--- src/rtl/mem_access_unit.sv ---
// MEM-stage load/store unit: one req/ack data-memory transaction per load/store.
// It stalls the pipeline while a transaction runs and returns extended load data.
// Optional build macro LSU_MISALIGN_TRAP_EN traps misaligned halfword/word accesses.
module mem_access_unit #(
    parameter int MAX_WAIT = 16
) (
    input  logic        sys_clk,
    input  logic        sys_start,
    input  logic        valid_i,
    input  logic        mem_read_i,
    input  logic        mem_write_i,
    input  logic [2:0]  funct3_i,
    input  logic [31:0] addr_i,
    input  logic [31:0] wdata_i,
    output logic        stall_o,
    output logic [31:0] rdata_o,
    output logic        rdata_valid_o,
    output logic        bus_err_o,
    output logic        misalign_o,
    output logic        dmem_req_o,
    output logic        dmem_we_o,
    output logic [31:0] dmem_addr_o,
    output logic [3:0]  dmem_be_o,
    output logic [31:0] dmem_wdata_o,
    input  logic        dmem_ack_i,
    input  logic [31:0] dmem_rdata_i
);

    typedef enum logic [1:0] {S_IDLE, S_REQ, S_DONE} state_t;

    localparam int CW = (MAX_WAIT > 1) ? $clog2(MAX_WAIT) : 1;

    state_t          r_state;
    logic [1:0]      r_lane;
    logic [2:0]      r_funct3;
    logic            r_is_load;
    logic [CW-1:0]   r_wait;

    logic            w_start;
    logic            w_misalign;
    logic            w_timeout;

    assign w_start = valid_i & (mem_read_i | mem_write_i);

    // IDLE stall is combinational so EX/MEM holds on the very cycle the access is seen.
    assign stall_o = sys_start & (((r_state == S_IDLE) & w_start) | (r_state == S_REQ));

`ifdef LSU_MISALIGN_TRAP_EN
    assign w_misalign = ((funct3_i[1:0] == 2'b01) & addr_i[0]) |
                        ((funct3_i[1:0] == 2'b10) & (addr_i[1:0] != 2'b00));
`else
    assign w_misalign = 1'b0;
`endif

    generate
        if (MAX_WAIT > 0) begin : g_tmo
            assign w_timeout = (r_wait == CW'(MAX_WAIT - 1));
        end else begin : g_no_tmo
            assign w_timeout = 1'b0;
        end
    endgenerate

    function automatic logic [3:0] f_be(input logic [2:0] f3, input logic [1:0] a);
        case (f3)
            3'b000:  f_be = 4'b0001 << a;
            3'b001:  f_be = a[1] ? 4'b1100 : 4'b0011;
            default: f_be = 4'hF;
        endcase
    endfunction

    function automatic logic [31:0] f_wdata(input logic [2:0] f3, input logic [31:0] d);
        case (f3)
            3'b000:  f_wdata = {4{d[7:0]}};
            3'b001:  f_wdata = {2{d[15:0]}};
            default: f_wdata = d;
        endcase
    endfunction

    function automatic logic [31:0] f_load(input logic [2:0] f3, input logic [1:0] a,
                                           input logic [31:0] w);
        logic [7:0]  b;
        logic [15:0] h;
        b = w[{a, 3'b000} +: 8];
        h = a[1] ? w[31:16] : w[15:0];
        case (f3)
            3'b000:  f_load = {{24{b[7]}}, b};
            3'b100:  f_load = {24'd0, b};
            3'b001:  f_load = {{16{h[15]}}, h};
            3'b101:  f_load = {16'd0, h};
            default: f_load = w;
        endcase
    endfunction

    always_ff @(posedge sys_clk) begin
        if (!sys_start) begin
            r_state       <= S_IDLE;
            r_lane        <= 2'b00;
            r_funct3      <= 3'b000;
            r_is_load     <= 1'b0;
            r_wait        <= '0;
            rdata_o       <= 32'd0;
            rdata_valid_o <= 1'b0;
            bus_err_o     <= 1'b0;
            misalign_o    <= 1'b0;
            dmem_req_o    <= 1'b0;
            dmem_we_o     <= 1'b0;
            dmem_addr_o   <= 32'd0;
            dmem_be_o     <= 4'd0;
            dmem_wdata_o  <= 32'd0;
        end else begin
            rdata_valid_o <= 1'b0;
            bus_err_o     <= 1'b0;
            misalign_o    <= 1'b0;
            case (r_state)
                S_IDLE: begin
                    rdata_o <= 32'd0;
                    if (w_start) begin
                        r_lane    <= addr_i[1:0];
                        r_funct3  <= funct3_i;
                        r_is_load <= ~mem_write_i;
                        if (w_misalign) begin
                            r_state       <= S_DONE;
                            misalign_o    <= 1'b1;
                            rdata_valid_o <= 1'b1;
                        end else begin
                            r_state      <= S_REQ;
                            r_wait       <= '0;
                            dmem_req_o   <= 1'b1;
                            dmem_we_o    <= mem_write_i;
                            dmem_addr_o  <= {addr_i[31:2], 2'b00};
                            dmem_be_o    <= mem_write_i ? f_be(funct3_i, addr_i[1:0]) : 4'hF;
                            dmem_wdata_o <= mem_write_i ? f_wdata(funct3_i, wdata_i) : 32'd0;
                        end
                    end
                end
                S_REQ: begin
                    // Ack is checked first so it wins over a coincident timeout.
                    if (dmem_ack_i || w_timeout) begin
                        r_state       <= S_DONE;
                        rdata_valid_o <= 1'b1;
                        bus_err_o     <= ~dmem_ack_i;
                        rdata_o       <= (dmem_ack_i && r_is_load) ?
                                         f_load(r_funct3, r_lane, dmem_rdata_i) : 32'd0;
                        dmem_req_o    <= 1'b0;
                        dmem_we_o     <= 1'b0;
                        dmem_addr_o   <= 32'd0;
                        dmem_be_o     <= 4'd0;
                        dmem_wdata_o  <= 32'd0;
                    end else begin
                        r_wait <= r_wait + 1'b1;
                    end
                end
                S_DONE: begin
                    r_state <= S_IDLE;
                    rdata_o <= 32'd0;
                end
                default: r_state <= S_IDLE;
            endcase
        end
    end

endmodule

--- config.mk ---
export PLATFORM = sky130hd
export DESIGN_NAME = mem_access_unit
export DESIGN_NICKNAME = d
export VERILOG_FILES = /design/src/rtl/mem_access_unit.sv
export SDC_FILE = /design/constraint.sdc
export NUM_CORES = 1
export LEC_CHECK = 0
export ABC_AREA = 1
export CAP_MARGIN = 0
export CORE_ASPECT_RATIO = 1.1
export CORE_MARGIN = 2
export CORE_UTILIZATION = 35
export CTS_CLUSTER_SIZE = 12
export DETAILED_ROUTE_END_ITERATION = 8
export PLACE_DENSITY = 0.65
export SLEW_MARGIN = 5
export SYNTH_ARGS = -nofsm -noshare
export SYNTH_HDL_FRONTEND = slang
export SYNTH_SLANG_ARGS = --single-unit
--- constraint.sdc ---
create_clock -name sys_clk -period 2.3 [get_ports sys_clk]
set_input_delay 0.575 -clock sys_clk [delete_from_list [all_inputs] [get_ports sys_clk]]
set_output_delay 0.575 -clock sys_clk [all_outputs]
set_load 0.02 [all_outputs]
# Word level (Yosys, flattened, before mapping)
# Index checks and enable logic that the tools add are counted.
[word_totals] inputBits=105 ff_bits=116 output_inout_bits=106 wordCells=78
[classes] addsub=1 shifts=2 bitwise=7 n_eq_ne=10 n_mux=30 n_reduce_logical=15
[ops] operator="32-bit one-hot mux with 2 select lines" n=4
[ops] operator="32-bit 2-to-1 mux" n=6
[ops] operator="32-bit one-hot mux with 4 select lines" n=1
[ops] operator="32-bit by 6-bit variable part select with 8-bit output" n=1
[ops] operator="4-bit 2-to-1 mux" n=6
[ops] operator="4-bit one-hot mux with 2 select lines" n=3
[ops] operator="16-bit 2-to-1 mux" n=1
[ops] operator="3-bit AND reduction" n=3
[ops] operator="2-bit AND reduction" n=4
[ops] operator="3-bit by 1-bit == test with 1-bit output (second input constant)" n=2
[ops] operator="3-bit == test (second input constant)" n=2
[ops] operator="3-bit logical NOT" n=2
[ops] operator="4-bit by 1-bit adder with 4-bit output (second input constant)" n=1
[ops] operator="4-bit == test (second input constant)" n=1
[ops] operator="1-bit 2-to-1 mux" n=4
[ops] operator="2-bit 2-to-1 mux" n=2
[ops] operator="2-bit inequality test (second input constant)" n=2
[ops] operator="1-bit one-hot mux with 2 select lines" n=2
[ops] operator="2-bit one-hot mux with 2 select lines" n=1
[ops] operator="2-bit nonzero test" n=2
[ops] operator="1-bit by 2-bit << shifter with 4-bit output (first input constant)" n=1
[ops] operator="1-bit bitwise AND" n=3
[ops] operator="2-bit by 1-bit == test with 1-bit output (second input constant)" n=1
[ops] operator="2-bit == test (second input constant)" n=1
[ops] operator="7 further kinds" n=9

# Longest topological paths before layout
[depth] depth_word=5 mapped_depth=10 ltp_nobuf=9

# Worst setup path after synthesis
# No wires, ideal clock.
[synth_path] kind="in2out" startpoint="in valid_i" endpoint="out stall_o" setup_slack_ps=333 n_path_buf=1 arrival_time_ps=1392 required_ps=1725 path_stages=5 path_cell_list="inv_1 nor2_1 nand2_2 clkbuf_1 a21oi_1"
[synth_between] elab_chain_len=4
[synth_rtl] element="start, declared" line="9" text="input logic valid_i,"
[synth_rtl] element="1-bit bitwise AND" line="43" text="assign w_start = valid_i & (mem_read_i | mem_write_i);"
[synth_rtl] element="1-bit bitwise AND" line="46" text="assign stall_o = sys_start & (((r_state == S_IDLE) & w_start) | (r_state == S_REQ));"
[synth_rtl] element="1-bit bitwise OR" line="46"
[synth_rtl] element="1-bit bitwise AND" line="46"
[synth_rtl] element="end, declared" line="15" text="output logic stall_o,"
# No other way between the ends.

# Worst setup path in the final report
[layout_path] startpoint="in mem_write_i" endpoint="out stall_o"
[layout_between] elab_chain_len=5
[layout_rtl] element="start, declared" line="11" text="input logic mem_write_i,"
[layout_rtl] element="1-bit bitwise OR" line="43"
[layout_rtl] element="1-bit bitwise AND" line="43"
[layout_rtl] element="1-bit bitwise AND" line="46"
[layout_rtl] element="1-bit bitwise OR" line="46"
[layout_rtl] element="1-bit bitwise AND" line="46"
# No other way between the ends.

==> flow_summary.yaml <==
run_status:
  status: "finished, final reports clean"
route:
  vias_per_cell: 4.758
  wl_per_cell_microns: 13.99
  drtPass1Iterations: 5
  drt_iter0_markers: 368
  ant_nets: 0
  drc: 0
  vias: 5653
  routed_wirelength_microns: 16620
final_layout:
  final_util: 0.5569
  diodes: 0
  mostFrequentLayoutCell: "nand2_1"
  final_area_sq_um: 8077
  syn_to_final_growth_pct: 54.50
  final_cell_mix: "nand2_1 (247), clkdlybuf4s50_1 (206), nor2_1 (116)"
  nets: 1089
  drive_above_1_share: 0.07028
  nFillCells: 1429
flow_run:
  maxCapViolations: 0
sta:
  slew_violations: 0
  finalSetupTns_ps: 0
  fmax_mhz: 452.6
  finalCriticalPeriod_ps: 2209
  fin_crit_sh: 0.9606
  slew_headroom: 0.3460
  fin_worst_skew_ps: 7.175
  finalHoldViolations: 0
  setup_ws_ps: 90.51
  max_slew.worst_pin.slew_ps: 980.9
  setup_viol: 0
  rsz0062_at_grt: "false"
power_and_ir_drop:
  leakage_uw: 0.003237
  p_total_uw: 5881
  ir_worst_vdd_mv: 0.3903
  powerDensity_nw_per_um2: 728.2
placement:
  place_area_sq_um: 7481
  place_congestion: 0.8160
  port_buffers: 207
  dpl_worst_slack_ps: -344.9
  hpwlAfterDp_microns: 11810
setup_path:
  worstSetupPathType: "primary input to output port"
  crit_slowest_cell: "clkdlybuf4s50_1"
  crit_path_end_kind: "output port"
  crit_chain: "clkdlybuf4s50_1 > nor2_1 > nor2_1 > nand2_2 > a21oi_1 > buf_2"
  cp.required_ps: 1730
  cpMostUsedCell: "nor2_1"
  slowest_delay_ps: 480
  ff2ff_path_depth: 8
  start_kind: "primary input"
  cp_max_fo: 2
  crit_arrival_ps: 1630
synth:
  synth-edff-count: 0
  ys_ff_latch: 114
  yosysSeqAreaShare: 0.4366
  synth_area_per_cell_sq_um: 6.659
  ys_warn_count: 0
  synth_area_leaders: "dfxtp_1 (44%), nand2_1 (18%), a21oi_1 (11%)"
  ys_types: 26
  synth_top_area_share: 0.4366
  synthFlopType: "dfxtp_1"
  netlist_area_sq_um: 5228
  async_flop_share: 0
  synth_top_area_cell: "dfxtp_1"
  synthCells: 785
clock_network:
  clk-insertion-delay-late_ps: 410
  cts_root_buffer: "clkbuf_16"
  ctsResizeCount: 4
  htreeDepth: 4
  hold_buffers: 0
  cts_max_path_buffers: 2
  cts_setup_buffers: 0
  cts.clk_slew.worst_paths_ps: 50
  cts_made_buffers: 17
  cts_sinks: 114
  cts_tree: "done"
floorplan:
  dieArea_sq_um: 15930
  num_rows: 46
  dieHeight_microns: 132.2
  core_sq_um: 14500
  io_pins: 211
  die_w_microns: 120.5
  start_util: 0.3604
min_path:
  min_delay_path_depth: 2
  hold_class: "flip-flop to flip-flop"
grt:
  grt_overflow: 0
  grt_pass1_vias: 5268
  grt_use_total: 0.2093
  grt_pass1_wl_microns: 26570
  grt_antenna_before_repair: 0
  grt_max_degree: 90
stage by stage:
step | hold WS (ps) | cells
after floorplan | 443.2 | 787
after global placement | 448.3 | 1156
after detailed placement | 451.2 | 1156
after CTS | 460.4 | 1188
after global routing | 471.3 | 1188
final | 456.2 | 1188
cell type report:
type	count	area (sq um)	area share
well taps	192	240.2	0.02974
repair buffers	223	2250	0.2785
clock buffers	17	425.4	0.05267
flip-flops and latches	114	2282	0.2826
multi-input cells	578	2515	0.3114
clock inverters	15	175.2	0.02169
inverters	49	188.9	0.02339
critical path: cells and delay by family:
| kind | cells | cell delay (ps) |
|---|---|---|
| AOI/OAI and AO/OA | 1 | 160 |
| buffers and inverters | 2 | 670 |
| and+or+nand+nor | 3 | 230 |
Yosys cell counts (all sizes together), types with 2 or more instances:
cell type  number
clkbuf         21
nand3          19
nand2         253
inv            48
o211ai         13
nor2          121
o21ai          52
or2             2
dfxtp         114
a21oi         113
buf            25
per-layer routing:
metal  global-route usage  wire, microns  share of wire  vias up
met5                    0              0              0        -
met4              0.06718            253          0.015        0
met3              0.08175           1547          0.093       18
met2               0.3459           7925           0.48      195
met1               0.2485           6893           0.41     2549
li1                     -              -              -     2891
worst paths after layout:
check | from | end | slack, ps
min | dmem_addr_o[11] | dmem_addr_o[11] | 460
min reg2reg | dmem_addr_o[11] | dmem_addr_o[11] | 460
max reg2reg | r_lane[1] | rdata_o[31] | 710
max | mem_write_i | stall_o | 90
report_power, final:
group | total [uW] | switching [uW] | internal, uW | leakage [uW]
clock | 2650 | 1020 | 1620 | 0.000284
sequential | 2130 | 55.1 | 2080 | 0.000930
combinational | 1100 | 610 | 490 | 0.00202
flip-flops by register name, summed over array words and instances (netlist names):
register	flops
bus_err_o	1
dmem_addr_o	30
dmem_be_o	4
dmem_req_o	1
dmem_wdata_o	32
dmem_we_o	1
r_funct3	3
r_is_load	1
r_lane	2
r_state	2
r_wait	4
rdata_o	32
rdata_valid_o	1
logic make-up after synthesis:
kind of cell / Yosys count / share of synthesized area
compound gates: 178 / 0.1774
flops: 114 / 0.4366
simple gates: 396 / 0.2992
other cells: 1 / 0.0007174
buf+inv: 95 / 0.08377
fa+ha+maj: 1 / 0.002393
Note: power is estimated with default switching activity, not from simulation.
